**config.mk**
```make
export PLATFORM = sky130hd
export DESIGN_NAME = ifu
export DESIGN_NICKNAME = d
export VERILOG_FILES = /design/src/rtl/axi_pkg.sv /design/src/rtl/ifu_fifo.sv /design/src/rtl/ifu.sv
export SDC_FILE = /design/constraint.sdc
export NUM_CORES = 1
export LEC_CHECK = 0
export ABC_AREA = 1
export CORE_UTILIZATION = 25
export DETAILED_ROUTE_END_ITERATION = 7
export DONT_BUFFER_PORTS = 1
export SYNTH_ARGS = -nofsm -noshare
export SYNTH_HDL_FRONTEND = slang
export SYNTH_SLANG_ARGS = --single-unit
```
**constraint.sdc**
```tcl
create_clock -name clk -period 4.3 [get_ports clk]
set_clock_uncertainty 0.1 [all_clocks]
set_input_delay 0.645 -clock clk [delete_from_list [all_inputs] [get_ports clk]]
set_output_delay 0.645 -clock clk [all_outputs]
set_load 0.01 [all_outputs]
```
**src/rtl/axi_pkg.sv**
```systemverilog
// axi_pkg: AXI4 constants, fetch FSM states and buffer entry type shared by the IFU
package axi_pkg;
  localparam logic [1:0]  BURST_INCR = 2'b01;
  localparam logic [2:0]  SIZE_4B    = 3'b010;
  localparam logic [1:0]  RESP_OKAY  = 2'b00;
  localparam logic [31:0] NOP_INST   = 32'h0000_0013;
  typedef enum logic [1:0] {IDLE, AR, R, DROP} ifu_state_e;
  typedef struct packed {
    logic [31:0] pc;
    logic [31:0] inst;
  } fetch_entry_t;
endpackage

```
**src/rtl/ifu_fifo.sv**
```systemverilog
// ifu_fifo: synchronous FIFO of {pc, inst} entries with push/pop/flush; flush beats push
module ifu_fifo
  import axi_pkg::*;
#(
  parameter int DEPTH = 2
) (
  input  logic                     clk,
  input  logic                     rst,
  input  logic                     push,
  input  logic                     pop,
  input  logic                     flush,
  input  fetch_entry_t             din,
  output fetch_entry_t             head,
  output logic                     full,
  output logic                     empty,
  output logic [$clog2(DEPTH):0]   count
);
  localparam int AW = $clog2(DEPTH);
  fetch_entry_t mem [DEPTH];
  logic [AW-1:0] wr_ptr, rd_ptr;
  logic do_push, do_pop;
  assign empty   = count == '0;
  assign full    = count == (AW+1)'(DEPTH);
  assign do_pop  = pop & ~empty;
  assign do_push = push & (~full | do_pop);
  assign head    = mem[rd_ptr];
  // pointer and occupancy tracking; a full FIFO still accepts a push when it pops the same cycle
  always_ff @(posedge clk or posedge rst)
    if (rst) begin
      wr_ptr <= '0;
      rd_ptr <= '0;
      count  <= '0;
    end else if (flush) begin
      wr_ptr <= '0;
      rd_ptr <= '0;
      count  <= '0;
    end else begin
      if (do_push) wr_ptr <= wr_ptr + 1'b1;
      if (do_pop) rd_ptr <= rd_ptr + 1'b1;
      count <= count + (AW+1)'(do_push) - (AW+1)'(do_pop);
    end
  // entry storage needs no reset; occupancy alone decides what is valid
  always_ff @(posedge clk)
    if (do_push && !flush) mem[wr_ptr] <= din;
endmodule

```
**src/rtl/ifu.sv**
```systemverilog
// ifu: RV32I instruction fetch over single-beat AXI4 reads; optional perf counters via IFU_PERF_CNT_EN
module ifu
  import axi_pkg::*;
#(
  parameter logic [31:0] RESET_PC  = 32'h0000_0000,
  parameter int          BUF_DEPTH = 2,
  parameter logic [3:0]  AXI_ID    = 4'h0
) (
  input  logic        clk,
  input  logic        rst,
  input  logic        i_stall,
  input  logic        i_redirect,
  input  logic [31:0] i_redirect_pc,
  output logic [31:0] o_pc,
  output logic [31:0] o_inst,
  output logic        o_valid_inst,
  output logic [3:0]  o_arid,
  output logic [31:0] o_araddr,
  output logic [3:0]  o_arlen,
  output logic [2:0]  o_arsize,
  output logic [1:0]  o_arburst,
  output logic        o_arvalid,
  input  logic        i_arready,
  input  logic [3:0]  i_rid,
  input  logic [31:0] i_rdata,
  input  logic [1:0]  i_rresp,
  input  logic        i_rlast,
  input  logic        i_rvalid,
  output logic        o_rready,
  output logic [31:0] o_fetch_cnt,
  output logic [31:0] o_flush_cnt
);
  localparam int CW = $clog2(BUF_DEPTH) + 1;
  ifu_state_e   state, state_n;
  logic [31:0]  fetch_pc, pc_next;
  logic         redir_pend, ar_hs, beat, push, pop, room, full, empty;
  logic [CW-1:0] count;
  fetch_entry_t head, din;
  assign o_arlen   = '0;
  assign o_arsize  = o_arvalid ? SIZE_4B : '0;
  assign o_arburst = o_arvalid ? BURST_INCR : '0;
  assign o_arid    = o_arvalid ? AXI_ID : '0;
  assign ar_hs        = o_arvalid & i_arready;
  assign beat         = i_rvalid & i_rlast & (i_rid == AXI_ID);
  assign push         = (state == R) & beat & ~i_redirect;
  assign o_valid_inst = ~empty & ~i_redirect;
  assign pop          = o_valid_inst & ~i_stall;
  assign o_pc         = empty ? '0 : head.pc;
  assign o_inst       = empty ? '0 : head.inst;
  assign room         = (count - CW'(pop)) < CW'(BUF_DEPTH - 1);
  assign din          = '{pc: fetch_pc, inst: (i_rresp == RESP_OKAY) ? i_rdata : NOP_INST};
  assign pc_next      = i_redirect ? (i_redirect_pc & ~32'h3) : push ? fetch_pc + 32'd4 : fetch_pc;
  ifu_fifo #(.DEPTH(BUF_DEPTH)) u_fifo (
    .clk   (clk),
    .rst   (rst),
    .push  (push),
    .pop   (pop),
    .flush (i_redirect),
    .din   (din),
    .head  (head),
    .full  (full),
    .empty (empty),
    .count (count)
  );
  // next fetch state; a beat that meets a redirect in R is dropped on the spot, so go straight to IDLE
  always_comb
    state_n = (state == IDLE) ? (full ? IDLE : AR)
            : (state == AR)   ? (ar_hs ? ((redir_pend | i_redirect) ? DROP : R) : AR)
            : (state == R)    ? (beat ? ((i_redirect | ~room) ? IDLE : AR) : (i_redirect ? DROP : R))
            :                   (beat ? IDLE : DROP);
  // fetch FSM with registered AXI handshake outputs; araddr latches only when a new request starts
  always_ff @(posedge clk or posedge rst)
    if (rst) begin
      state      <= IDLE;
      fetch_pc   <= RESET_PC;
      redir_pend <= 1'b0;
      o_arvalid  <= 1'b0;
      o_araddr   <= '0;
      o_rready   <= 1'b0;
    end else begin
      state      <= state_n;
      fetch_pc   <= pc_next;
      redir_pend <= (state == AR) & ~ar_hs & (redir_pend | i_redirect);
      o_arvalid  <= state_n == AR;
      o_rready   <= (state_n == R) | (state_n == DROP);
      if (state_n == AR && state != AR) o_araddr <= pc_next;
    end
`ifdef IFU_PERF_CNT_EN
  // delivered-instruction and redirect counters, free-running with wrap
  always_ff @(posedge clk or posedge rst)
    if (rst) begin
      o_fetch_cnt <= '0;
      o_flush_cnt <= '0;
    end else begin
      if (pop) o_fetch_cnt <= o_fetch_cnt + 32'd1;
      if (i_redirect) o_flush_cnt <= o_flush_cnt + 32'd1;
    end
`else
  assign o_fetch_cnt = '0;
  assign o_flush_cnt = '0;
`endif
endmodule

```
Word-level counts from Yosys, hierarchy flattened. Memories as Yosys holds them, arrays and structs flattened. Index checks and enable logic that the tools add are counted.

Bits in latches: 0. Memories kept: 1. RAM bits: 128. Memory bits (read-only): 0. Bits in registers: 73. Bits of input ports: 77.

Bitwise logic cells: 21. Equal/unequal tests: 7. Div/mod/pow operators: 0. Shifts and indexed selects: 0. Add/sub/neg operators: 6. Order comparisons: 1. Multiplexer cells: 24. Reduce and logical (&&, ||, !) cells: 9. Multipliers: 0.

Memory list: u_fifo.mem (depth 2, width 64, read ports 1, clocked after memory_dff 0, wr ports 1, line ifu_fifo.sv:19) `fetch_entry_t mem [DEPTH];`.

Operators with widths (count): 32-bit two-way mux (5); 32-bit by 3-bit adder with 32-bit output (second input constant) (1); 2-bit two-way mux (8); 1-bit bitwise AND (11); 1-bit two-way mux (11); 2-bit equality test (second input constant) (4); 2-bit zero test (3); 1-bit inverter (6); 2-bit by 1-bit equality test with 1-bit output (second input constant) (2); 4-bit zero test (1); 1-bit OR (4); 2-bit nonzero test (2); 2-bit by 1-bit subtractor with 2-bit output (2); 1-bit adder (second input constant) (2); 2-bit by 1-bit adder with 2-bit output (1); 1-bit logical AND (2); 2-bit by 1-bit less-than comparator with 1-bit output (second input constant) (1); 2-bit by 1-bit != test with 1-bit output (second input constant) (1); 1-bit zero test (1).

Longest topological paths before layout. Gate-level depths: netlist of the first run.

Depth after elaboration: 15. Depth in mapped cells: 15. Depth with buffers taken out: 14.

By module. From an unflattened synthesis of the first run, not the netlist that was laid out.

Cells, all modules: 1148. Area total of the unflattened synthesis: 9885.7 um^2.

Modules (own cells, without submodules): ifu_fifo (area an instance 4956.0 um^2, sequential area each 3943.8 um^2, times used 1, cells an instance 374); ifu (area an instance 4929.7 um^2, sequential area each 1701.6 um^2, times used 1, cells an instance 774).

Worst setup path after synthesis of the first run. Ideal clock, no wire load.

Kind: input to register. From: in i_rid[0]. To: mem u_fifo.mem[0][0] (netlist name) (enable). Data required time: 3714 ps. Data arrival time: 4132 ps. Setup time: 486 ps. Stages on the path: 6. Setup slack: -418 ps. Cell sequence: nor2_1 > nand3_2 > nor2_8 > buf_2 > nand2_1 > nor2_1.

Word-level cells in the longest chain between the ends: 8.

Ends and longest elaborated chain: from (decl) (line ifu.sv:24) `input logic [3:0] i_rid,`; 4-bit zero test (line ifu.sv:44) `assign beat = i_rvalid & i_rlast & (i_rid == AXI_ID);`; 1-bit bitwise AND (line ifu.sv:44); 1-bit bitwise AND (2 in a row) (line ifu.sv:45) `assign push = (state == R) & beat & ~i_redirect;`; 1-bit bitwise AND (line ifu_fifo.sv:25) `assign do_push = push & (~full | do_pop);`; 1-bit logical AND (line ifu_fifo.sv:44) `if (do_push && !flush) mem[wr_ptr] <= din;`; 1-bit two-way mux (line ifu_fifo.sv:44); 1-bit two-way mux (implied by the code) (line ifu_fifo.sv:44); to (decl) (line ifu_fifo.sv:19).

No other way between the ends.

Worst setup path in the final report of the first run.
From: reg u_fifo.rd_ptr. To: out o_pc[5].

Word-level cells in the longest chain between the ends: 2.

Ends and longest elaborated chain: from (decl) (line ifu_fifo.sv:20) `logic [AW-1:0] wr_ptr, rd_ptr;`; from (signal assigned) (line ifu_fifo.sv:39) `if (do_pop) rd_ptr <= rd_ptr + 1'b1;`; memory 2 x 64 bit; 32-bit two-way mux (line ifu.sv:48) `assign o_pc = empty ? '0 : head.pc;`; to (decl) (line ifu.sv:14) `output logic [31:0] o_pc,`.

No other way between the ends.

==> results of run 1 <==
-- cells by family after synthesis --
logic type	count (synthesis)	synth area share, %
flip-flops	200	59.6
AO/OA/AOI/OAI	91	5.02
AND/OR/NAND/NOR	531	23.7
adder cells (fa/ha/maj)	4	0.529
XOR/XNOR	4	0.370
buffers and inverters	189	10.8
other	1	0.0396
-- cell type report --
cell class	instances	share of cell area, %
Sequential cell	200	54.6
Multi-Input combinational cell	705	30.0
Tap cell	504	6.10
Clock buffer	17	4.12
Inverter	76	2.77
Clock inverter	15	1.82
Timing Repair Buffer	7	0.509
-- through the flow --
step	power, mW	hold slack, ns	TNS [ns]	utilization, %	setup WS, ns
floorplan	2.96	0.342	-53.52	-	-0.418
global placement	3.03	0.355	0	26.3	1.37
detailed placement	3.04	0.364	0	26.3	1.30
CTS	4.72	0.128	0	28.0	1.10
global route	4.91	0.123	0	28.0	1.01
finish	4.64	0.112	0	28.0	1.19
-- registers in the layout (all words and copies together) (netlist names) --
| register | flops |
|---|---|
| o_araddr | 32 |
| u_fifo.count | 2 |
| redir_pend | 1 |
| o_rready | 1 |
| u_fifo.mem | 128 |
| u_fifo.rd_ptr | 1 |
| o_arvalid | 1 |
| u_fifo.wr_ptr | 1 |
| state | 1 |
| fetch_pc | 32 |
-- Yosys cell counts --
master / n
nand2_1: 352
edfxtp_1: 128
nor2_1: 84
buf_4: 77
inv_1: 73
dfrtp_1: 72
a21oi_1: 70
nand3_1: 50
clkbuf_1: 19
buf_1: 11
o21ai_0: 11
or2_2: 11
nor3_1: 6
o21bai_1: 6
and2_1: 4
buf_2: 4
ha_1: 4
nand4_1: 4
inv_2: 3
nand3_2: 3
nand3b_1: 3
nor4_1: 3
xor2_1: 3
buf_6: 2
nand2_2: 2
nor2_2: 2
nor2_4: 2
nor2_8: 2
o21ai_1: 2
a21oi_2: 1
a31oi_1: 1
conb_1: 1
nand2_4: 1
nand3_4: 1
nor3_4: 1
xnor2_1: 1
-- worst max-delay path: cells and delay by family, from the launching register on --
family,cells,cell delay [ns]
buffers and inverters,2,0.99
AOI/OAI and AO/OA,1,0.41
DFF,1,0.42
and+or+nand+nor,1,0.09
-- worst max-delay path by stage --
stage,cells after the start,to,startpoint
floorplan,6,u_fifo.mem[0][0],i_rid[0]
global placement,6,u_fifo.mem[1][2],i_rid[0]
detailed placement,6,u_fifo.mem[0][9],i_rid[0]
CTS,4,o_pc[5],u_fifo.rd_ptr
global route,4,o_pc[5],u_fifo.rd_ptr
finish,4,o_pc[5],u_fifo.rd_ptr
-- power by group --
group          internal (mW)  total (mW)  switching [mW]  leakage (nW)
clock network          0.799        1.65           0.850         0.293
logic                  0.155       0.520           0.365          1.99
registers               2.22        2.47           0.250          2.04
-- layer usage --
layer	wire length [um]	vias to the layer above	track usage (%)
met5	0	-	0
met4	344	0	3.56
met3	1520	17	3.11
met2	11100	239	19.6
met1	10800	3013	16.6
li1	-	3118	-
==> results.yml, run 1 <==
finish:
  seqCellArea_um2: 5650
  final_cell_mix: "352 x nand2_1, 128 x edfxtp_1, 81 x nor2_1"
  multi_input_area_um2: 3100
  fin_cells: 1524
  final_common_cell: "nand2_1"
  stdcell_area_um2: 10300
  fin_nets: 1088
  n_antenna_cell: 0
  area_growth_pct: 9.15
  nFillCells: 3914
  drive_above_1_share_pct: 7.16
yosys:
  yosysTopAreaCell: "edfxtp_1"
  syn_area_um2: 9470
  yosysTopAreaCellShare_pct: 40.6
  syn_inst: 1020
  yosysWarnings: 0
  syn_area_per_cell_um2: 9.28
  synth-seq-cells: 200
  synth_cell_types: 36
  synth_area_leaders: "edfxtp_1 41%, dfrtp_1 19%, nand2_1 14%"
  ys_seq_area_share_pct: 59.6
placement:
  dp_cells: 1492
  portBuffers: 0
  placed_area_um2: 9720
  gp_congestion: 0.758
  hpwlAfterDp_um: 16200
sta:
  finalCriticalPeriod_ns: 3.11
  worst_slew_pin_slew_ns: 1.13
  max_slew_margin_pct: 24.8
  setup_viol: 0
  finalMaxSlewViolations: 0
  max_freq_mhz: 321
  grt_setup_unrepaired: "no"
  post-route-period-util_pct: 72.4
  hold_viol_final: 0
critical_path:
  arrival_ns: 2.37
  r2r_cells: 5
  r2r_end: "u_fifo.mem[1][27]"
  r2r_setup_slack_ns: 1.62
  end_kind: "output port"
  cp_data_required_time_ns: 3.56
  r2r_start: "o_rready"
  path_max_fanout: 38
  path_cells: "inv_2 -> buf_4 -> nand2_1 -> a21oi_1"
  slowest_delay_ns: 0.54
  worst_path_max_delay_cell: "inv_2"
  start_kind: "flip-flop"
  worstSetupPathType: "flip-flop to output port"
global_routing:
  grt_max_degree: 67
  grt_pass1_vias: 5823
  grt-ovfl-total: 0
  antenna_found_initial: 0
  grt_usage_pct: 12.4
  grt_pass1_wl_um: 35600
drt:
  routed_wirelength_um: 23800
  drt_iter0_drc: 455
  ant_nets: 0
  dr.pass1.iters: 5
  drc: 0
  drt-wirelength-per-cell_um: 15.6
  via_per_inst: 4.19
  via_count: 6387
clocking:
  postCtsSetupBuffers: 0
  clk_latency_ns: 0.45
  ctsHoldBuffers: 0
  cts.sinks: 200
  clock-root-buffer: "clkbuf_16"
  cts_buffer_depth: 2
  ctsResizeCount: 0
  numCtsBuffers: 17
  htreeDepth: 4
  cts_tree: "yes"
  path_clk_slew_ns: 0.09
floorplan:
  die_w_um: 197
  core-area_um2: 37000
  io_pins: 253
  die_y_um: 197
  num_rows: 70
  dieArea_um2: 38700
  initial_utilization_pct: 25.6
pwr:
  p_per_area_nw_per_um2: 449
  leakagePower_nw: 4.32
  ir_drop_v: 0.000275
run:
  maxCapViolations: 0
min_path:
  hp-class: "input port to async pin"
run_status:
  status: "completed"
Power figures use the tool's default switching activity.
==> run 2: changes to the inputs <==
==> constraint.sdc (replaced) <==
create_clock -name clk -period 3.13 [get_ports clk]
set_clock_uncertainty 0.1 [all_clocks]
set_input_delay 0.4695 -clock clk [delete_from_list [all_inputs] [get_ports clk]]
set_output_delay 0.4695 -clock clk [all_outputs]
set_load 0.01 [all_outputs]
==> results.yml, run 2 (synthesized netlist as in run 1, its figures left out) <==
critical_path:
  r2r_cells: 13
  start_kind: "flip-flop"
  arrival_ns: 2.05
  end_kind: "output port"
  worstSetupPathType: "flip-flop to output port"
  r2r_setup_slack_ns: 0.75
  r2r_start: "u_fifo.count[1]"
  r2r_end: "o_araddr[24]"
  path_max_fanout: 66
  cp_data_required_time_ns: 2.56
placement:
  gp_congestion: 0.828
  hpwlAfterDp_um: 16400
  portBuffers: 0
min_path:
  hold_end: "fetch_pc[8]"
  hp-class: "input port to flip-flop"
  hp-start: "i_redirect_pc[8]"
  hold_path_depth: 2
drt:
  via_count: 6370
  routed_wirelength_um: 23500
  drc: 0
  via_per_inst: 4.15
  ant_nets: 0
  dr.pass1.iters: 5
  drt-wirelength-per-cell_um: 15.3
  drt_iter0_drc: 372
clocking:
  path_clk_slew_ns: 0.09
  cts_buffer_depth: 2
  htreeDepth: 4
  numCtsBuffers: 17
  cts_tree: "yes"
  cts.sinks: 200
  clock-root-buffer: "clkbuf_16"
  clk_latency_ns: 0.44
finish:
  seqCellArea_um2: 5650
  drive_above_1_share_pct: 7.86
  final_cell_mix: "352 x nand2_1, 128 x edfxtp_1, 81 x nor2_1"
  area_growth_pct: 10.6
  top_regs: "u_fifo.mem (128), fetch_pc (32), o_araddr (32)"
  fin_nets: 1098
  regMostFlops: "u_fifo.mem"
  multi_input_area_um2: 3100
  nFillCells: 3896
  final_common_cell: "nand2_1"
  largest_register_ff_count: 128
pwr:
  p_per_area_nw_per_um2: 607
  p_switching_mw: 1.98
  ir_drop_v: 0.000410
  leakagePower_nw: 4.39
  swShare_pct: 31.2
  p_int_mw: 4.37
  seqPwrFrac_pct: 53.4
  power_mw: 6.36
  clockPowerShare_pct: 35.3
  combinationalPowerShare_pct: 11.3
floorplan:
  core-area_um2: 37000
  num_rows: 70
  dieArea_um2: 38700
  die_w_um: 197
  io_pins: 253
  initial_utilization_pct: 25.6
  die_y_um: 197
run:
  maxCapViolations: 0
global_routing:
  grt-ovfl-total: 0
  grt_pass1_wl_um: 35200
  grt_usage_pct: 12.2
  grt_pass1_vias: 5981
  antenna_found_initial: 1
  grt_max_degree: 67
sta:
  hold_viol_final: 0
  final.setup.tns_ns: 0
  max_freq_mhz: 382
  finalMaxSlewViolations: 0
  max_slew_margin_pct: 27.6
  worst_slew_pin_slew_ns: 1.09
  post-route-period-util_pct: 83.7
  setup_viol: 0
  whs_ns: 0.0625
  grt_setup_unrepaired: "no"
  finalCriticalPeriod_ns: 2.62
run_status:
  status: "completed"
[run 2: through the flow]
stage               cell area [um2]  instances  setup slack, ns  utilization [%]
CTS                           10500       1534            0.422             28.3
detailed placement             9830       1500            0.691             26.6
floorplan                      9750       1094           -0.357                -
global route                  10500       1535            0.349             28.3
finish                        10500       1535            0.509             28.3
global placement               9830       1500            0.713             26.6
[run 2: worst max path at each step]
stage	slack, ns	to	startpoint
4_1_cts	0.42	o_pc[12]	u_fifo.rd_ptr
2_1_floorplan	-0.36	u_fifo.mem[0][0]	i_rid[0]
6_report	0.51	o_pc[12]	u_fifo.rd_ptr
3_3_place_gp	0.71	o_araddr[18]	i_redirect
5_1_grt	0.35	o_pc[4]	u_fifo.rd_ptr
3_5_place_dp	0.69	o_araddr[18]	i_redirect
[run 2: critical path: stages, from the launching register on]
cell and delay [ns]:
dfrtp_2 0.37, buf_4 0.58, nand2_1 0.10, a21oi_1 0.54
[run 2: power by group through the flow]
| stage | logic (mW) | registers (mW) | clock network (mW) |
|---|---|---|---|
| global route | 0.842 | 3.44 | 2.43 |
| global placement | 0.704 | 3.46 | 0 |
| detailed placement | 0.732 | 3.45 | 0 |
| CTS | 0.736 | 3.41 | 2.33 |
| finish | 0.721 | 3.39 | 2.24 |
| floorplan | 0.713 | 3.35 | 0 |
[run 2: final cells by class]
class / count / share of cell area [%]
clock buffers: 17 / 4.06
well taps: 504 / 6.02
inverters: 76 / 2.72
diodes: 1 / 0.0239
clock inverters: 15 / 1.83
repair buffers: 17 / 1.74
flip-flops and latches: 200 / 53.9
multi-input cells: 705 / 29.7
[run 2: what timing repair did]
action	in CTS	in global routing
hold buffers	2	0
endpoints found under the hold margin	37	0
gates resized for setup	0	0
buffers inserted	0	0
[run 2: metal layers]
layer	GRT usage (%)	vias up	share of wire, %
li1	-	3135	-
met1	15.3	2998	44
met2	20.1	222	48
met3	3.66	15	7.0
met4	3.53	0	1.1
met5	0	-	0
==> run 3: changes to the inputs <==
==> constraint.sdc (replaced) <==
create_clock -name clk -period 2.6 [get_ports clk]
set_clock_uncertainty 0.1 [all_clocks]
set_input_delay 0.39 -clock clk [delete_from_list [all_inputs] [get_ports clk]]
set_output_delay 0.39 -clock clk [all_outputs]
set_load 0.01 [all_outputs]
==> results.yml, run 3 (synthesized netlist as in run 1, its figures left out) <==
floorplan:
  core-area_um2: 37000
  die_y_um: 197
  io_pins: 253
  dieArea_um2: 38700
  die_w_um: 197
  initial_utilization_pct: 25.6
  num_rows: 70
clocking:
  clock-root-buffer: "clkbuf_16"
  cts_tree: "yes"
  ctsResizeCount: 0
  htreeDepth: 4
  numCtsBuffers: 17
  path_clk_slew_ns: 0.08
  postCtsSetupBuffers: 0
  cts_buffer_depth: 2
  cts.sinks: 200
  clk_latency_ns: 0.45
drt:
  dr.pass1.iters: 5
  routed_wirelength_um: 24300
  ant_nets: 0
  drt_iter0_drc: 377
  via_per_inst: 4.17
  drt-wirelength-per-cell_um: 15.3
  via_count: 6621
  drc: 0
sta:
  final.setup.tns_ns: 0
  worst_slew_pin_slew_ns: 1.12
  finalCriticalPeriod_ns: 2.27
  max_slew_margin_pct: 25.6
  setup_viol: 0
  grt_setup_unrepaired: "no"
  finalMaxSlewViolations: 0
  post-route-period-util_pct: 87.2
  whs_ns: 0.0263
  max_freq_mhz: 441
  hold_viol_final: 0
critical_path:
  crit_buf_inv: 2
  end_kind: "output port"
  path_max_fanout: 32
  worst_path_max_delay_cell: "dfrtp_2"
  path_cells: "inv_2 -> buf_4 -> nand2_1 -> a21oi_1"
  start_kind: "flip-flop"
  slowest_delay_ns: 0.43
  worstSetupPathType: "flip-flop to output port"
  cp_data_required_time_ns: 2.11
  arrival_ns: 1.78
  path_delay_family: "buffers and inverters"
pwr:
  p_per_area_nw_per_um2: 709
  p_int_mw: 5.30
  power_mw: 7.73
  ir_drop_v: 0.000418
  clockPowerShare_pct: 35.4
  swShare_pct: 31.5
  leakagePower_nw: 4.64
  p_switching_mw: 2.43
  combinationalPowerShare_pct: 11.7
  seqPwrFrac_pct: 52.9
global_routing:
  grt_pass1_vias: 6359
  grt_max_degree: 65
  antenna_found_initial: 1
  grt-ovfl-total: 0
  grt_usage_pct: 12.6
  grt_pass1_wl_um: 36900
run:
  maxCapViolations: 0
min_path:
  hp-class: "input port to flip-flop"
placement:
  portBuffers: 0
  gp_congestion: 0.807
  placed_area_um2: 10100
  hpwlAfterDp_um: 16900
finish:
  fin_nets: 1152
  stdcell_area_um2: 10900
  final_cell_mix: "351 x nand2_1, 128 x edfxtp_1, 80 x nor2_1"
  largest_register_ff_count: 128
  drive_above_1_share_pct: 10.7
  regMostFlops: "u_fifo.mem"
  top_regs: "u_fifo.mem (128), fetch_pc (32), o_araddr (32)"
  area_growth_pct: 15.2
  final_common_cell: "nand2_1"
run_status:
  status: "completed"
run 3: final timing paths:
check | from | to | slack (ns) | depth (start not counted)
min reg2reg | o_araddr[29] | o_araddr[29] | 0.45 | 2
max | u_fifo.rd_ptr | o_inst[21] | 0.33 | 4
min | i_redirect_pc[16] | fetch_pc[16] | 0.03 | 2
max reg2reg | u_fifo.count[1] | o_araddr[26] | 0.36 | 13
min in group asynchronous | rst | o_araddr[17] | 0.40 | 2
max in group asynchronous | rst | o_araddr[31] | 1.23 | 3
run 3: stage by stage:
stage	util, %	setup WS [ns]	instances
floorplan	-	0.0295	1094
global placement	27.2	0.387	1533
detailed placement	27.2	0.382	1533
CTS	29.5	0.232	1588
global route	29.5	0.125	1589
finish	29.5	0.332	1589
run 3: power by group through the flow:
stage	clock network, mW	registers (mW)	logic, mW
global placement	0	4.16	0.861
CTS	2.83	4.10	0.924
global route	2.95	4.14	1.06
finish	2.73	4.09	0.907
floorplan	0	4.04	0.859
detailed placement	0	4.16	0.883
run 3: metal layers:
| layer | track usage [%] | wire length, um | part of all wire, % | vias up |
|---|---|---|---|---|
| met3 | 4.07 | 1710 | 7.0 | 18 |
| met1 | 15.7 | 10500 | 43 | 3136 |
| met4 | 3.30 | 208 | 0.86 | 0 |
| met2 | 21.1 | 11800 | 49 | 220 |
| li1 | - | - | - | 3247 |
| met5 | 0 | 0 | 0 | - |
run 3: layout make-up:
cell class / instances / area, um2
Antenna cell: 1 / 2.50
Clock buffer: 17 / 425
Clock inverter: 15 / 185
Fill cell: 3862 / 26100
Inverter: 76 / 285
Multi-Input combinational cell: 705 / 3110
Sequential cell: 200 / 5650
Tap cell: 504 / 631
Timing Repair Buffer: 71 / 616
run 3: repair_timing:
item,CTS,global route
hold buffers,23,0
setup endpoints to repair,0,0
endpoints found under the hold margin,52,0
